`src/rtl/mem_port_arbiter_pkg.sv`:
```
// Shared types and helpers for the IFU/LSU memory port arbiter.
// Holds the FSM state encoding, the owner tags and the write-strobe expansion.
package mem_port_arbiter_pkg;

   typedef enum logic [1:0] {
      IDLE = 2'd0,
      CMD  = 2'd1,
      RSP  = 2'd2
   } state_e;

   localparam logic OWN_IFU = 1'b0;
   localparam logic OWN_LSU = 1'b1;

   // Each strobe bit covers one byte lane of the 64-bit word.
   function automatic logic [63:0] strb_to_mask(input logic [7:0] strb);
      logic [63:0] mask;
      for (int i = 0; i < 8; i++) begin
         mask[i*8 +: 8] = {8{strb[i]}};
      end
      return mask;
   endfunction

endpackage

```
`src/rtl/mem_port_arbiter_grant.sv`:
```
// Grant logic for the memory port: LSU has fixed priority, and IFU is forced in
// once it has waited through STARVE_LIMIT consecutive LSU grants.
module mem_arb_grant #(
   parameter int STARVE_LIMIT = 4
) (
   input  logic clk,
   input  logic rst,
   input  logic grant_en,
   input  logic ifu_valid,
   input  logic lsu_valid,
   output logic grant_ifu,
   output logic grant_lsu
);

   localparam int CW = $clog2(STARVE_LIMIT + 1);

   logic [CW-1:0] starve_cnt_q;
   logic [CW-1:0] starve_cnt_d;
   logic          ifu_forced;

   // NOTE: every signal written here gets a default first, so no latch can be inferred.
   always_comb begin
      ifu_forced   = (starve_cnt_q == CW'(STARVE_LIMIT));
      grant_lsu    = grant_en & lsu_valid & ~(ifu_valid & ifu_forced);
      grant_ifu    = grant_en & ifu_valid & ~grant_lsu;
      starve_cnt_d = starve_cnt_q;

      if (grant_ifu) begin
         starve_cnt_d = '0;
      end else if (grant_lsu) begin
         if (!ifu_valid) begin
            starve_cnt_d = '0;
         end else if (!ifu_forced) begin
            starve_cnt_d = starve_cnt_q + CW'(1);
         end
      end
   end

   // NOTE: sequential state uses non-blocking assignments only.
   always_ff @(posedge clk) begin
      if (rst) begin
         starve_cnt_q <= '0;
      end else begin
         starve_cnt_q <= starve_cnt_d;
      end
   end

endmodule

```
`src/rtl/mem_port_arbiter.sv`:
```
// Shares one RAM port between IFU and LSU with a single outstanding transaction.
// Commands and responses are registered so no combinational RAM-to-CPU path exists.
module mem_port_arbiter
   import mem_port_arbiter_pkg::*;
#(
   parameter int AW           = 64,
   parameter int DW           = 64,
   parameter int STARVE_LIMIT = 4
) (
   input  logic          clk,
   input  logic          rst,
   input  logic          ifu_req_valid,
   output logic          ifu_req_ready,
   input  logic [AW-1:0] ifu_addr,
   output logic          ifu_rsp_valid,
   output logic [DW-1:0] ifu_rsp_data,
   input  logic          lsu_req_valid,
   output logic          lsu_req_ready,
   input  logic [AW-1:0] lsu_addr,
   input  logic          lsu_wen,
   input  logic [7:0]    lsu_wstrb,
   input  logic [DW-1:0] lsu_wdata,
   output logic          lsu_rsp_valid,
   output logic [DW-1:0] lsu_rsp_data,
   output logic          ram_req_valid,
   input  logic          ram_req_ready,
   output logic [AW-1:0] ram_addr,
   output logic          ram_wen,
   output logic [DW-1:0] ram_wmask,
   output logic [DW-1:0] ram_wdata,
   input  logic          ram_rsp_valid,
   input  logic [DW-1:0] ram_rsp_data
);

   state_e        state_q, state_d;
   logic          owner_q, owner_d;
   logic [AW-1:0] addr_q, addr_d;
   logic          wen_q, wen_d;
   logic [DW-1:0] wmask_q, wmask_d;
   logic [DW-1:0] wdata_q, wdata_d;
   logic          ifu_rsp_valid_q, ifu_rsp_valid_d;
   logic [DW-1:0] ifu_rsp_data_q, ifu_rsp_data_d;
   logic          lsu_rsp_valid_q, lsu_rsp_valid_d;
   logic [DW-1:0] lsu_rsp_data_q, lsu_rsp_data_d;
   logic          grant_ifu, grant_lsu;

   mem_arb_grant #(
      .STARVE_LIMIT(STARVE_LIMIT)
   ) u_grant (
      .clk       (clk),
      .rst       (rst),
      .grant_en  (state_q == IDLE),
      .ifu_valid (ifu_req_valid),
      .lsu_valid (lsu_req_valid),
      .grant_ifu (grant_ifu),
      .grant_lsu (grant_lsu)
   );

   always_comb begin
      state_d         = state_q;
      owner_d         = owner_q;
      addr_d          = addr_q;
      wen_d           = wen_q;
      wmask_d         = wmask_q;
      wdata_d         = wdata_q;
      ifu_rsp_valid_d = 1'b0;
      ifu_rsp_data_d  = ifu_rsp_data_q;
      lsu_rsp_valid_d = 1'b0;
      lsu_rsp_data_d  = lsu_rsp_data_q;

      case (state_q)
         IDLE: begin
            if (grant_ifu || grant_lsu) begin
               // IFU commands are always plain reads with an empty mask.
               owner_d = grant_lsu ? OWN_LSU : OWN_IFU;
               addr_d  = grant_lsu ? lsu_addr : ifu_addr;
               wen_d   = grant_lsu & lsu_wen;
               wmask_d = grant_lsu ? DW'(strb_to_mask(lsu_wstrb)) : '0;
               wdata_d = grant_lsu ? lsu_wdata : '0;
               state_d = CMD;
            end
         end
         CMD: begin
            if (ram_req_ready) state_d = RSP;
         end
         RSP: begin
            if (ram_rsp_valid) begin
               state_d = IDLE;
               if (owner_q == OWN_LSU) begin
                  lsu_rsp_valid_d = 1'b1;
                  lsu_rsp_data_d  = wen_q ? '0 : ram_rsp_data;
               end else begin
                  ifu_rsp_valid_d = 1'b1;
                  ifu_rsp_data_d  = ram_rsp_data;
               end
            end
         end
         default: state_d = IDLE;
      endcase
   end

   always_ff @(posedge clk) begin
      if (rst) begin
         state_q         <= IDLE;
         owner_q         <= OWN_IFU;
         addr_q          <= '0;
         wen_q           <= 1'b0;
         wmask_q         <= '0;
         wdata_q         <= '0;
         ifu_rsp_valid_q <= 1'b0;
         ifu_rsp_data_q  <= '0;
         lsu_rsp_valid_q <= 1'b0;
         lsu_rsp_data_q  <= '0;
      end else begin
         state_q         <= state_d;
         owner_q         <= owner_d;
         addr_q          <= addr_d;
         wen_q           <= wen_d;
         wmask_q         <= wmask_d;
         wdata_q         <= wdata_d;
         ifu_rsp_valid_q <= ifu_rsp_valid_d;
         ifu_rsp_data_q  <= ifu_rsp_data_d;
         lsu_rsp_valid_q <= lsu_rsp_valid_d;
         lsu_rsp_data_q  <= lsu_rsp_data_d;
      end
   end

   assign ifu_req_ready = grant_ifu;
   assign lsu_req_ready = grant_lsu;
   assign ram_req_valid = (state_q == CMD);
   assign ram_addr      = addr_q;
   assign ram_wen       = wen_q;
   assign ram_wmask     = wmask_q;
   assign ram_wdata     = wdata_q;
   assign ifu_rsp_valid = ifu_rsp_valid_q;
   assign ifu_rsp_data  = ifu_rsp_data_q;
   assign lsu_rsp_valid = lsu_rsp_valid_q;
   assign lsu_rsp_data  = lsu_rsp_data_q;

endmodule

```
`config.mk`:
```
export PLATFORM = sky130hd
export DESIGN_NAME = mem_port_arbiter
export DESIGN_NICKNAME = d
export VERILOG_FILES = /design/src/rtl/mem_port_arbiter_pkg.sv /design/src/rtl/mem_port_arbiter_grant.sv /design/src/rtl/mem_port_arbiter.sv
export SDC_FILE = /design/constraint.sdc
export NUM_CORES = 1
export LEC_CHECK = 0
export BUFFER_PORTS_ARGS = -buffer_cell sky130_fd_sc_hd__buf_2
export CAP_MARGIN = 10
export CORE_AREA = 2 2 230 232
export DETAILED_ROUTE_END_ITERATION = 10
export DIE_AREA = 0 0 232 234
export GPL_TIMING_DRIVEN = 0
export PLACE_DENSITY_LB_ADDON = 0.08
export RECOVER_POWER = 50
export SYNTH_ARGS = -nofsm -noshare
export SYNTH_HDL_FRONTEND = slang
export SYNTH_HIERARCHICAL = 1
export SYNTH_SLANG_ARGS = --single-unit
```
`constraint.sdc`:
```
create_clock -name clk -period 2.3 [get_ports clk]
set_clock_uncertainty 0.2 [all_clocks]
set_input_delay 0.115 -clock clk [delete_from_list [all_inputs] [get_ports clk]]
set_output_delay 0.115 -clock clk [all_outputs]
set_load 0.02 [all_outputs]
```
### Yosys cells after proc, flatten, opt, wreduce, memory -nomap -nowiden

Cells that the tools add are included.

| operators by class | value |
|---|---|
| $add $sub $neg | 1 |
| equal/unequal tests | 7 |
| mux-type cells | 13 |
| bitwise operators | 11 |
| reductions and logical operators | 9 |

Operators by type and width:

| cell | count |
|---|---|
| $mux 64 | 4 |
| $reduce_and 3->1 | 3 |
| $and 1x1->1 | 6 |
| $mux 2 | 3 |
| $mux 3 | 2 |
| $ne 2x2->1 const B | 3 |
| $pmux 2 s3 | 1 |
| $not 1->1 | 5 |
| $reduce_and 2->1 | 2 |
| $add 3x1->3 const B | 1 |
| $eq 3x3->1 const B | 1 |
| $mux 1 | 3 |
| $reduce_or 3->1 | 1 |
| $eq 2x1->1 const B | 1 |
| $eq 2x2->1 const B | 1 |
| $logic_not 2->1 | 1 |
| $ne 2x1->1 const B | 1 |
| $reduce_or 2->1 | 1 |
| $logic_or 1x1->1 | 1 |

| word-level totals | value |
|---|---|
| bits in registers | 329 |
| input port bits | 271 |
| output and inout port bits | 326 |

### Depth between registers and ports, before layout

Gate-level depths: netlist of run 1.

| logic depth | value |
|---|---|
| word-level depth | 9 |
| mapped depth | 12 |

### Cells and area by module

The synthesis of run 1 kept the hierarchy.

By module, submodules not included:

| module | times used | cells an instance | area each (µm²) | sequential area each (µm²) |
|---|---|---|---|---|
| mem_port_arbiter | 1 | 1261 | 11133.2 | 5405.2 |
| mem_arb_grant | 1 | 24 | 191.4 | 60.1 |

### Worst setup path after synthesis of run 1

Ideal clock, no wire load.

| path | value |
|---|---|
| path type | register to register |
| from | register state_q[0] |
| to | register addr_q[17], in the netlist ram_addr[17] |
| setup time | 0.146 ns |
| arrival time | 2.368 ns |
| required time | 1.954 ns |
| slack | -0.414 ns |
| stages on the path, launching flop included | 12 |
| cell sequence | dfxtp_1 -> or2_4 -> buf_6 -> clkinv_4 -> buf_4 -> nand2_1 -> a31oi_1 -> buf_2 -> buf_4 -> buf_2 -> mux2i_1 -> a211oi_2 |

| on the way | value |
|---|---|
| longest elaborated chain between the ends | 7 |
| elaborated cells on any way between the ends | 9 |
| classes of those cells | 1 x mux; 5 x bitwise; 3 x reduce/logical |

RTL lines:

| item | RTL line | text |
|---|---|---|
| from (decl) | mem_port_arbiter.sv:35 | `state_e state_q, state_d;` |
| from (signal assigned) | mem_port_arbiter.sv:115 | `state_q <= state_d;` |
| $logic_not 2->1 (*) | mem_port_arbiter.sv:52 | `.grant_en (state_q == IDLE),` |
| $and 1x1->1 (*) (2 in a row) | mem_port_arbiter_grant.sv:24 | `grant_lsu = grant_en & lsu_valid & ~(ifu_valid & ifu_forced);` |
| via lsu_req_ready | mem_port_arbiter.sv:18 | `output logic lsu_req_ready,` |
| $not 1->1 | mem_port_arbiter_grant.sv:25 | `grant_ifu = grant_en & ifu_valid & ~grant_lsu;` |
| $and 1x1->1 | mem_port_arbiter_grant.sv:25 |  |
| $logic_or 1x1->1 | mem_port_arbiter.sv:73 | `if (grant_ifu \|\| grant_lsu) begin` |
| $reduce_and 2->1 (no source line) | n/a |  |
| to (signal assigned) | mem_port_arbiter.sv:117 | `addr_q <= addr_d;` |
| to (decl) | mem_port_arbiter.sv:37 | `logic [AW-1:0] addr_q, addr_d;` |

The timed path passes the listed nets; every way through them passes the cells marked *.
A chain may end at the register's enable or synchronous reset.

### Final worst setup path of run 1

| path | value |
|---|---|
| from | register state_q[0] |
| to | register addr_q[22], in the netlist ram_addr[22] |

| on the way | value |
|---|---|
| longest elaborated chain between the ends | 7 |
| elaborated cells on any way between the ends | 9 |
| classes of those cells | 1 x mux; 5 x bitwise; 3 x reduce/logical |

RTL lines:

| item | RTL line |
|---|---|
| $logic_not 2->1 (*) | mem_port_arbiter.sv:52, mem_port_arbiter.sv:71 |
| $and 1x1->1 (2 in a row) | mem_port_arbiter_grant.sv:24 |
| $not 1->1 | mem_port_arbiter_grant.sv:25 |
| $and 1x1->1 | mem_port_arbiter_grant.sv:25 |
| $logic_or 1x1->1 | mem_port_arbiter.sv:73 |
| $reduce_and 2->1 (no source line) | n/a |

Mark *: on every way between the ends. The rest lies on a longest branch, timed or not.

==> metrics, run 1 <==
post-synth design cell area=~11000 µm²; # nets final=approximately 2500; cells after synthesis=around 1300; Die Area=around 54000 µm²; met3 wire length=roughly 3700 µm; r2r startpoint=state_q[0]; CP cell instances=or2_4, clkinv_8, nand2_2, a31oi_4, buf_6, buf_12, buf_8, mux2i_2, a211oi_2; Die Wd=232 µm; actual slew at the worst max-slew pin=about 0.94 ns; WP buf/inv=4; global-route wire length before repair=75600 µm; CTS root buffer=clkbuf_16; Post-Synth XOR/XNOR Area=0%; final instance area=19200 µm²; leakage=7.54 nW; Synth area leaders=dfxtp_1 (48%), a21oi_1 (11%), nand2_1 (9.0%); max-slew violations=0; max_slew headroom=a little under two fifths; First-pass DRT Iterations=5; MaxCap Viol Count=0; initial core utilization=approximately 22%; Die H=234 µm; Clk pwr share=between 30% and 40%; Post-Synth Adder-Cell Area=less than 1%; fin crit share=a little over nine tenths; Net Sw Power=about 4.5 mW; Max Clock Freq=roughly 0.45 GHz; top cell type's share of synthesized area=between 40% and 50%; vias in the first global route=12700; crit-path max FO=10; core area=between 50000 and 60000 µm²; share of layout cells above drive strength 1=between 20% and 30%; worst r2r dst=ram_addr[22]; fillers=5482; Crit. path cell count=9; Critical Path RT=2.48 ns; main combinational cell family by area after synthesis=compound AO/OA/AOI/OAI gates; outcome=finished clean; Combinational Power Share=24.9%; worst setup path category=reg2reg; DP HPWL=around 38000 µm; Antenna Nets Post-Route=0; switching part of the total=a little over 30%; CTS clk-pin slew, worst paths=approximately 0.06 ns; RSZ-0062 raised after global routing=yes; Internal=9.99 mW; met1 WL=approximately 21000 µm; largest net degree at the start of global routing=13; mux cell area share after synthesis=roughly 5.7%; post-synthesis register bit count=273; sequential power share=around 36%; worst setup path end=ram_addr[22]; CP Data Arrival Time=2.40 ns; Final setup violation count=0; DR top layer=met5; Area after DPL=approximately 15000 µm²; worst hold path type=in2reg; TritonCTS clock tree=done; IO Count=597; All-Layer GR Usage=between 10% and 20%; Compound-Gate Fraction of Synth Area=~22%; Area Overhead vs Synth=69.6%; Worst Setup End Kind=register; Final Critical Period=2.22 ns; syn_nets=between 1500 and 2000; mean post-synth cell area=8.81 µm²; worst r2r path cells=9; # port buffers=~600; Critical-path top delay cell=dfxtp_4; count of cell types in the netlist=34; htree depth=2; initial antenna violation count=4; top cell type by total area after synthesis=dfxtp_1; crit path launch=state_q[0]; Initial DRC Count=between 400 and 500; Power per Cell Area=~750 nW/µm²; simple-gate portion of the synthesized area=roughly 15%; Core Rows=84; max incr delay on CP=around 0.35 ns; routed len/inst=between 15 and 20 µm; Seq/Total Area, Yosys=approximately half; CTS Buf Count=36; VDD IR max=0.000412 V; routed length on met2=roughly 26000 µm; r2r setup slk=roughly 0.081 ns; Worst setup SP type=register; Fin. Hold Viols=0; Fin Hold WS=between 0.06 and 0.07 ns; DR vias/cell=4.29; GRT Residual Overflow=0; clock tree buffer depth=3; DRC viols=0; final RePlAce weighted congestion=just under 0.8; clock tree sinks=between 200 and 300; Yosys warnings=6; via count=roughly 13000; largest delay contributor family on the critical path=buffers and inverters; clock latency on the worst-skew pair=0.54 ns; Final Routed Wirelength=roughly 53000 µm
==> cell type report <==
type | count | area, µm² | share of cell area, %
multi-input cells | 834 | 4960 | 25.8
inverters | 5 | 31.3 | 0.163
clock buffers | 54 | 1050 | 5.47
flip-flops and latches | 273 | 5470 | 28.5
plain buffers | 171 | 1200 | 6.24
repair buffers | 883 | 5520 | 28.7
clock inverters | 9 | 103 | 0.534
well taps | 688 | 861 | 4.48
diodes | 2 | 5.00 | 0.0261
==> cells in the mapped netlist <==
cell type  instances
ha_1               2
and4bb_2           1
a211oi_1          34
nand3_1            2
nand4bb_1          1
a22oi_1            1
nor2_4             1
nand4b_1           1
inv_1              4
dfxtp_1          273
a31oi_1            1
and4b_1            1
or2_2              1
nor2_1             5
nor2b_1            1
clkbuf_1          51
nand2b_1           1
a21oi_1          239
buf_2             54
nor3b_1            2
a211oi_2          30
buf_6              1
mux2i_1           65
clkinv_4           1
nand3b_1          64
buf_4             63
a21oi_2           30
o21ai_0           75
nand2_1          272
or2_4              1
and4b_4            1
and3_1             1
buf_12             4
a31o_1             1
==> power by group through the flow <==
stage	Sequential (mW)	Clock, mW	Combinational [mW]
floorplan	5.73	0	1.59
global placement	5.36	0	3.19
detailed placement	5.37	0	3.19
CTS	5.27	5.81	3.69
global route	5.32	5.95	3.89
finish	5.28	5.60	3.60
==> tightest hold or removal path, cell delays in order <==
cell and delay [ns]:
buf_2 0.13, nand4b_1 0.14, clkbuf_1 0.25, nor2_1 0.14
==> metrics by stage <==
stage,setup slack (ns),TNS [ns],cells,power (mW),utilization [%]
after global routing,-0.00745,-0.0229,2919,15.2,36.9
after floorplan,0.00495,0,1285,7.33,-
after global placement,-0.530,-60.31,2569,8.54,29.5
after detailed placement,-0.539,-64.57,2569,8.56,29.5
final,0.0806,0,2919,14.5,36.9
after CTS,0.0134,0,2911,14.8,37.3
==> routing by layer <==
metal / vias up / global-route usage [%]
met5: - / 0
met4: 2 / 7.43
met3: 108 / 5.46
met2: 427 / 31.9
met1: 5783 / 20.7
li1: 6208 / -
==> repair_timing <==
item,4_1_cts,5_1_grt
gates resized for setup,29,18
buffers inserted,9,6
hold endpoints to repair,271,0
endpoints found under the setup margin,141,104
gates cloned,0,0
hold buffers,272,0
pin swaps,2,1
==> sequential cells by signal (all words and copies together) (netlist names) <==
| name | cells |
|---|---|
| ifu_rsp_data | 64 |
| lsu_rsp_data | 64 |
| ram_addr | 64 |
| ram_wdata | 64 |
| ram_wmask | 8 |
| u_grant/starve_cnt_q | 3 |
| state_q | 2 |
| ifu_rsp_valid | 1 |
| lsu_rsp_valid | 1 |
| owner_q | 1 |
| ram_wen | 1 |
==> logic make-up (layout without fill, tap and decap cells) <==
kind of cell	count (synthesis)	count (layout)
other	0	2
multiplexers	65	65
buffers and inverters	178	1122
AND/OR/NAND/NOR	356	356
AO/OA/AOI/OAI	411	411
flip-flops	273	273
adder cells (fa/ha/maj)	2	2
==> cells in the final DEF (no fill, tap or decap), types with 5 or more instances in the layout <==
cell type        n
dlygate4sd3_1  272
clkbuf_16       37
nand3b_1        64
buf_6           11
clkbuf_1       330
a211oi_2        30
mux2i_1         48
clkbuf_4        25
mux2i_2         12
buf_4           51
mux2i_4          5
buf_12           8
a21oi_2         31
o21ai_0         75
nand2_1        271
a211oi_1        34
buf_8            8
clkbuf_8         6
a21oi_1        237
buf_2          359
dfxtp_1        271
clkinv_2         5
==> how the worst min path moves through the flow <==
stage                            endpoint            start  depth (start not counted)
after floorplan           ifu_rsp_data[0]  ram_rsp_data[0]                          2
after global placement         state_q[1]    ram_req_ready                          3
after detailed placement       state_q[1]    ram_req_ready                          3
after CTS                 lsu_rsp_data[1]    ram_rsp_valid                          5
after global routing      lsu_rsp_data[1]    ram_rsp_valid                          5
final                       lsu_rsp_valid    ram_rsp_valid                          4
No activity file was read; power rests on OpenSTA's default activity.
==> inputs of run 2 (changes only) <==
- clock period: 2.3 -> 2.16 ns (I/O delays scaled with it)
==> run 2 against run 1 <==
Against the previous run:
- critical path type unchanged
- hold slack lost 0.022 ns
- via count rose by 1.4%
- the flow now finishes with violations (negative setup slack)
- sequential share of layout area shrank 1.3 points
- core utilization increased by 1.7 points
- sequential cell count stayed put
- combinational power grew 18%
==> metrics, run 2 (synthesis gave the netlist of run 1 again) <==
outcome=finished with violations; failing checks=negative setup slack; leakage=7.92 nW (+5.0%); # nets final=2484 (+0.28%); initial core utilization=21.8% (unchanged); Antenna Nets Post-Route=0 (unchanged); worst hold path type=in2reg; Die Wd=232 µm (unchanged); fin util=38.6% (+1.7 points); All-Layer GR Usage=18.1% (-0.14 points); DP HPWL=37300 µm (-2.7%); First-pass DRT Iterations=5 (unchanged); Area Overhead vs Synth=77.4%; IO Count=597 (unchanged); via count=12700 (+1.4%); routed length on met2=25900 µm (+0.15%); CP Data Arrival Time=2.34 ns (-0.06 ns); # port buffers=596 (unchanged); clock tree sinks=273 (unchanged); clock tree buffer depth=3 (unchanged); DR vias/cell=4.34 (+1.2%); CP cell instances=or2_4, clkinv_8, nand2_4, a31oi_4, buf_6, buf_12, buf_12, mux2i_2, a211oi_2; Final setup violation count=4 (+4); vias in the first global route=12800 (+0.54%); max incr delay on CP=0.34 ns (about the same); Worst Setup End Kind=register; initial antenna violation count=3 (-1); RSZ-0062 raised after global routing=yes; htree depth=2 (unchanged); DR top layer=met5; TritonCTS clock tree=done; max_slew headroom=21.2% (-16 points); max-slew violations=0 (unchanged); worst setup path category=reg2reg; Initial DRC Count=477 (+4.1%); CTS Buf Count=36 (unchanged); Core Rows=84 (unchanged); Critical Path RT=2.34 ns (-0.14 ns); routed len/inst=17.8 µm (-0.77%); clock latency on the worst-skew pair=0.53 ns (about the same); DRC viols=0 (unchanged); Worst setup SP type=register; Fin Hold WS=0.0454 ns (-0.0225 ns); Power per Cell Area=786 nW/µm² (+4.3%); share of layout cells above drive strength 1=33.9% (+6.7 points); largest net degree at the start of global routing=13 (unchanged); Final Critical Period=2.17 ns (-0.0531 ns); global-route wire length before repair=75600 µm (+0.11%); CTS clk-pin slew, worst paths=0.06 ns (about the same); MaxCap Viol Count=0 (unchanged); Final Worst Setup Slack=-0.00631 ns (-0.0869 ns); Max Clock Freq=0.462 GHz (+2.5%); actual slew at the worst max-slew pin=1.18 ns (+0.243 ns); VDD IR max=0.000499 V (+21%); crit-path max FO=10 (unchanged); CTS root buffer=clkbuf_16; Die Area=54300 µm² (unchanged); met1 WL=21300 µm (+1.4%); met3 wire length=3300 µm (-12%); core area=52000 µm² (unchanged); commonest non-fill, non-tap cell in the layout=buf_2; Fin. Hold Viols=0 (unchanged); fin crit share=100% (+3.8 points); Final Routed Wirelength=52200 µm (-0.56%); Critical-path top delay cell=dfxtp_4; commonest non-fill, non-tap cells in the layout=buf_2 (388), clkbuf_1 (295), dlygate4sd3_1 (272), dfxtp_1 (271), nand2_1 (229); cell mode on critical path=buf_12; GRT Residual Overflow=0 (unchanged); final RePlAce weighted congestion=0.806 (+4.8%); Die H=234 µm (unchanged)
==> run 2: cell types whose count changed in the layout (fill, tap and decap cells not counted), moves of 29 or more <==
cell      before  now
a21oi_2       31   79
nand2_1      271  229
clkbuf_1     330  295
a21oi_1      237  189
buf_2        359  388
==> run 2: final timing paths <==
check | endpoint | slack [ns] | startpoint | cells past startpoint
max | ram_addr[42] | -0.006 | state_q[1] | 9
min | lsu_rsp_data[3] | 0.05 | ram_rsp_valid | 5
max reg2reg | ram_addr[42] | -0.006 | state_q[1] | 9
min reg2reg | lsu_rsp_data[36] | 0.25 | lsu_rsp_data[36] | 2
==> run 2: per-layer routing <==
| metal | up-vias | track usage (%) |
|---|---|---|
| li1 | 6249 | - |
| met3 | 97 | 4.64 |
| met5 | - | 0 |
| met4 | 2 | 7.21 |
| met1 | 5953 | 21.0 |
| met2 | 402 | 31.8 |
==> run 2: worst max-delay path: cells and delay by family (launching register included) <==
family / cells / cell delay (ns)
flip-flops: 1 / 0.34
multiplexers: 1 / 0.28
AND/OR/NAND/NOR: 2 / 0.34
AO/OA/AOI/OAI: 2 / 0.25
buffers and inverters: 4 / 0.57
==> run 2: through the flow <==
step           total power [mW]  instance area (µm²)  setup WS, ns  std cells  TNS (ns)
2_1_floorplan              7.82                11500        -0.111       1285    -11.94
4_1_cts                    15.9                19800       -0.0331       2920    -0.623
3_3_place_gp               9.09                15400        -0.569       2569    -89.76
5_1_grt                    16.6                20100        -0.101       2925     -6.52
6_report                   15.8                20100      -0.00631       2925  -0.00909
3_5_place_dp               9.11                15400        -0.579       2569    -94.48
==> run 2: final cells by class <==
type,instances,area (µm²)
clock buffer,53,1070
tap,688,861
fill,5490,31900
antenna,2,5.00
inverter,5,31.3
clock inverter,9,95.1
sequential,273,5470
multi-input combinational,834,5620
timing repair buffer,890,5690
buffer,171,1260
==> run 2: report_power, final <==
part | switching (mW) | internal [mW]
Sequential | 0.229 | 5.39
Combinational | 2.36 | 1.89
Clock | 2.30 | 3.64
Total | 4.89 | 10.9
==> run 2: what timing repair did <==
| item | 4_1_cts | 5_1_grt |
|---|---|---|
| gates cloned | 6 | 2 |
| gates resized for setup | 86 | 163 |
| hold buffers | 272 | 0 |
| hold endpoints to repair | 271 | 0 |
| setup endpoints to repair | 141 | 137 |
| pin swaps | 55 | 62 |
| buffers inserted | 13 | 2 |
